File: config.mk
export PLATFORM = sky130hd
export DESIGN_NAME = instr_fetch
export DESIGN_NICKNAME = d
export VERILOG_FILES = /design/src/rtl/instr_fetch.sv
export SDC_FILE = /design/constraint.sdc
export NUM_CORES = 1
export LEC_CHECK = 0
export ABC_AREA = 1
export CAP_MARGIN = 40
export CELL_PAD_IN_SITES_DETAIL_PLACEMENT = 0
export CELL_PAD_IN_SITES_GLOBAL_PLACEMENT = 2
export CORE_MARGIN = 3
export CORE_UTILIZATION = 24
export DETAILED_ROUTE_END_ITERATION = 8
export GPL_TIMING_DRIVEN = 0
export MAX_ROUTING_LAYER = met4
export PLACE_DENSITY_LB_ADDON = 0.15
export SETUP_SLACK_MARGIN = 0.2
export SLEW_MARGIN = 40
export SYNTH_ARGS = -nofsm -noshare
export SYNTH_HDL_FRONTEND = slang
export SYNTH_SLANG_ARGS = --single-unit
File: constraint.sdc
create_clock -name clk -period 1.4 [get_ports clk]
set_clock_uncertainty 0.1 [all_clocks]
set_input_delay 0.28 -clock clk [delete_from_list [all_inputs] [get_ports clk]]
set_output_delay 0.28 -clock clk [all_outputs]
set_load 0.005 [all_outputs]
File: src/rtl/instr_fetch.sv
// instr_fetch: MIPS fetch stage.
// Owns the program counter and drives the word address of a combinational
// instruction ROM. The returned word is captured into a fetch/decode register
// that has a valid/ready handshake toward decode. A branch/jump redirect
// flushes the captured word and reloads the pc.
//
// Optional feature: define FETCH_HALT_EN to stop fetching on an all-zero
// instruction word. The stage then parks in HALT until a redirect or reset.
// With FETCH_HALT_EN undefined, zero words are delivered as ordinary NOPs.
//
// state   | meaning
// --------+---------------------------------------------------------------
// BOOT    | one idle cycle after reset release; no load, only a redirect moves pc
// RUN     | fetching; loads whenever the output register is free or being taken
// HALT    | zero word seen (FETCH_HALT_EN only); no loads until redirect/reset

module instr_fetch #(
  parameter int          ADDR_W   = 8,
  parameter logic [31:0] RESET_PC = 32'h0000_0000
) (
  input  logic              clk,
  input  logic              rst_n,
  output logic [ADDR_W-1:0] o_rom_addr,
  input  logic [31:0]       i_rom_data,
  input  logic              i_redirect_valid,
  input  logic [31:0]       i_redirect_pc,
  output logic              o_instr_valid,
  input  logic              i_instr_ready,
  output logic [31:0]       o_instr,
  output logic [31:0]       o_instr_pc,
  output logic [31:0]       o_instr_pc4
);

  typedef enum logic [1:0] {
    ST_BOOT = 2'd0,
    ST_RUN  = 2'd1,
    ST_HALT = 2'd2
  } state_t;

  state_t      r_state;
  logic [31:0] r_pc;
  logic [31:0] r_instr;
  logic [31:0] r_instr_pc;
  logic [31:0] r_instr_pc4;
  logic        r_instr_valid;

  logic        w_slot_free;
  logic        w_load_cond;
  logic        w_zero_halt;
  logic        w_load;
  logic [31:0] w_pc_next;
  logic [31:0] w_redirect_target;
  logic        w_unused_redirect_lsbs;

  // The low two bits of a redirect target are dropped, so the pc stays word aligned.
  assign w_unused_redirect_lsbs = ^i_redirect_pc[1:0];
  assign w_redirect_target      = {i_redirect_pc[31:2], 2'b00};

  // pc arithmetic wraps naturally modulo 2^32.
  assign w_pc_next = r_pc + 32'd4;

  // Output register can accept a new word when empty or when decode takes it now.
  assign w_slot_free = ~r_instr_valid | i_instr_ready;
  assign w_load_cond = (r_state == ST_RUN) & w_slot_free & ~i_redirect_valid;

`ifdef FETCH_HALT_EN
  // An all-zero word is treated as a stop marker instead of being delivered.
  assign w_zero_halt = w_load_cond & (i_rom_data == 32'h0000_0000);
`else
  assign w_zero_halt = 1'b0;
`endif

  assign w_load = w_load_cond & ~w_zero_halt;

  // ROM addressing ignores pc bits above the ROM, so it wraps modulo 2^ADDR_W words.
  assign o_rom_addr = r_pc[ADDR_W+1:2];

  // Fetch sequencer: redirect first, then BOOT bubble, loads, stalls and halt.
  always_ff @(posedge clk or negedge rst_n) begin
    if (!rst_n) begin
      r_state       <= ST_BOOT;
      r_pc          <= RESET_PC;
      r_instr       <= 32'h0000_0000;
      r_instr_pc    <= 32'h0000_0000;
      r_instr_pc4   <= 32'h0000_0000;
      r_instr_valid <= 1'b0;
    end else if (i_redirect_valid) begin
      // A handshake in this cycle still completes; the flush just drops the slot.
      r_pc          <= w_redirect_target;
      r_instr_valid <= 1'b0;
      r_state       <= ST_RUN;
    end else begin
      case (r_state)
        ST_BOOT: begin
          r_state <= ST_RUN;
        end
        ST_RUN: begin
          if (w_load) begin
            r_instr       <= i_rom_data;
            r_instr_pc    <= r_pc;
            r_instr_pc4   <= w_pc_next;
            r_instr_valid <= 1'b1;
            r_pc          <= w_pc_next;
          end else if (w_zero_halt) begin
            // pc stays on the zero word so a later redirect-free resume is impossible.
            r_instr_valid <= 1'b0;
            r_state       <= ST_HALT;
          end
        end
        ST_HALT: begin
          r_instr_valid <= 1'b0;
        end
        default: begin
          r_state       <= ST_BOOT;
          r_instr_valid <= 1'b0;
        end
      endcase
    end
  end

  assign o_instr       = r_instr;
  assign o_instr_pc    = r_instr_pc;
  assign o_instr_pc4   = r_instr_pc4;
  assign o_instr_valid = r_instr_valid;

endmodule

==> flow_summary.toml <==
[global_route]
grt_pass1_wl_mm = 34.9
top_usage_layer = "met2"
met1_usage_pct = 24.0
grt_overflow = 0
use_met2_pct = 28.8
grt_usage_pct = 18.2
grt_pass1_vias = 5852
antenna_found_initial = 0
grt_max_degree = 68
met3_usage_pct = 3.87

[synthesis]
synth_top_area_share_pct = 54.4
netlist_area_mm2 = 0.00570
synth_largest_area_cell = "dfrtp_1"
netlist_instances = 700
synth.most_common_cell = "nand2_1"
synth_edf_count = 0
avgSynthCellArea_um2 = 8.15
synth_common_cells = "330 x nand2_1, 124 x dfrtp_1, 49 x inv_1, 47 x o21ai_0, 40 x nand3_1"
ys_seq_area_share_pct = 54.4
synth-main-ff-cell = "dfrtp_1"
yosysUniqueCellTypes = 27
ys_warn_count = 0
synthTopCellsByArea = "dfrtp_1 54%, nand2_1 22%, o21ai_0 4.1%, nand3_1 3.5%, inv_1 3.2%"
async_flop_share_pct = 100
ys_seq_elements = 124

[placement]
dpl.hpwl_mm = 14.4
gp_congestion = 0.808
place_area_mm2 = 0.00792
dp_slack_ns = -0.602
io_buffers = 165
dp.cells = 1182

[sta]
drv_slew = 0
worstMarginPinSlew_ns = 0.679
rsz0062_at_grt = "true"
setup_viol_count_final = 90
holdWs_ns = -0.298
max_slew_margin_pct = 54.8
period_minus_slack_ns = 1.59
setup_slack_ns = -0.193
fmax_mhz = 628
hold_viol_final = 57
finalCritPeriodShare_pct = 114

[floorplanning]
die_w_um = 160
die_h_um = 160
core_mm2 = 0.0230
rows = 55
dieArea_mm2 = 0.0256
io_pins = 173
start_util_pct = 24.8

[layout]
num_antenna_cells = 0
drive_gt1_share_pct = 47.0
nets = 1086
finalNonFillerCells = 1342
design_area_mm2 = 0.0102
area_growth_pct = 79.2

[pwr]
p_per_area_mw_per_mm2 = 1220
power_frac_comb_pct = 26.4
netSwitchingPower_uw = 3480
power.internal_uw = 8940
ir_drop_uv = 495
p_leak_uw = 0.00515
power_frac_seq_pct = 36.4
clkPwrFrac_pct = 37.2
power_uw = 12400
switching_share_pct = 28.0

[route]
routed_via_density = 4.29
wl_mm = 22.5
drcViolationCount = 0
ant_nets = 0
first_iter_violations = 348
vias = 5753
drt_pass1_iterations = 4
wl_per_cell_um = 16.8

[critical_path]
cp.depth = 8
slowest_delay_ns = 0.37
path_max_fanout = 5
crit_slowest_cell = "dfrtp_1"
cp.required_ns = 1.59
end_kind = "flip-flop"
worst-path-buf-inv = 1
arrival_ns = 1.79
r2r_setup_slack_ns = -0.19
startpoint_type = "flip-flop"
cp_top_family = "simple AND/OR/NAND/NOR gates"
r2r_cells = 8
worst-setup-path-type = "flip-flop to flip-flop"
worstPathCellList = "buf_4, nand2_2, nor2_2, nand2_1, nor2_4, nand2_1, nand3_2, nand3_2"

[clock_network]
numCtsBuffers = 17
clockBufferDepth = 2
clkTransAtPathRegs_ns = 0.06
tritoncts = "yes"
cts_root_buf = "clkbuf_16"
clock_latency_ns = 0.42
cts.htree.levels = 4
cts.sinks = 124

[run]
maxCapViolations = 0

[outcome]
violations = "hold timing, setup timing"
status = "complete, but fails checks"

[hold_path]
hold_path_class = "primary input to asynchronous set/reset pin"
==> timing repair <==
item	in CTS	in global routing
gates resized for setup	610	50
cloned	14	0
pin swaps	44	36
setup buffers	60	55
endpoints found under the hold margin	57	57
endpoints found under the setup margin	223	224
==> logic make-up after synthesis <==
logic type | synth area share [%]
simple gates | 32.0
flops | 54.4
buf+inv | 7.33
compound gates | 5.16
xor+xnor | 0.768
other cells | 0.132
fa+ha+maj | 0.219
==> cell usage in the layout (no fill, tap or decap), types with 3 or more instances in the layout <==
cell type and count:
nand2_1 234, dfrtp_1 117, buf_2 92, buf_4 92
nand2_2 91, clkdlybuf4s50_1 63, inv_1 47, nand3_2 42
buf_6 37, o21ai_1 26, clkbuf_16 20, o21ai_0 17
nor2_1 15, buf_8 14, buf_16 14, nor2_4 13
buf_12 13, nor2_2 10, nand2_4 9, nand3_1 7
dfrtp_2 7, conb_1 5, o21ai_2 4, o211ai_1 4
clkbuf_8 4, xor2_1 3, clkbuf_1 3, clkinv_2 3
bufinv_16 3
==> routing by layer <==
layer,wire length [um],share of wire (%)
met5,0,0
met4,372,1.7
met3,1050,4.7
met2,10800,48
met1,10300,46
==> stage by stage <==
step | TNS, ns | util [%]
final | -10.27 | 44.5
after global routing | -19.31 | 44.5
after CTS | -11.62 | 42.0
after detailed placement | -50.59 | 34.5
after global placement | -707.51 | 34.3
after floorplan | -0.677 | -
==> worst paths after layout <==
kind	start	end
worst min register to register	o_instr_pc[7]	o_instr_pc[7]
max in group asynchronous	rst_n	r_pc[18]
worst min-delay path	rst_n	o_instr[28]
worst max-delay path	r_pc[9]	r_pc[17]
min in group clk	i_redirect_valid	r_pc[30]
worst max register to register	r_pc[9]	r_pc[17]
==> area by class of cell <==
| type | count | area (um2) |
|---|---|---|
| clock inverter | 10 | 138 |
| multi-input combinational | 491 | 2750 |
| inverter | 51 | 204 |
| fill | 2346 | 12800 |
| timing repair buffer | 295 | 2670 |
| buffer | 37 | 480 |
| sequential | 124 | 3110 |
| clock buffer | 21 | 480 |
| tap | 313 | 392 |
==> power by group through the flow <==
stage | clock (uW) | combinational [uW] | sequential, uW
2_1_floorplan | 0 | 873 | 4570
4_1_cts | 4740 | 2870 | 4550
5_1_grt | 4900 | 3600 | 4590
3_5_place_dp | 0 | 2470 | 4610
6_report | 4620 | 3270 | 4520
3_3_place_gp | 0 | 2440 | 4590
==> state kept, by name (all words and copies together) (netlist names) <==
signal,cells
r_state,1
o_instr_pc,30
o_instr_valid,1
o_instr_pc4,30
o_instr,32
r_pc,30
Note: power is estimated with default switching activity, not from simulation.
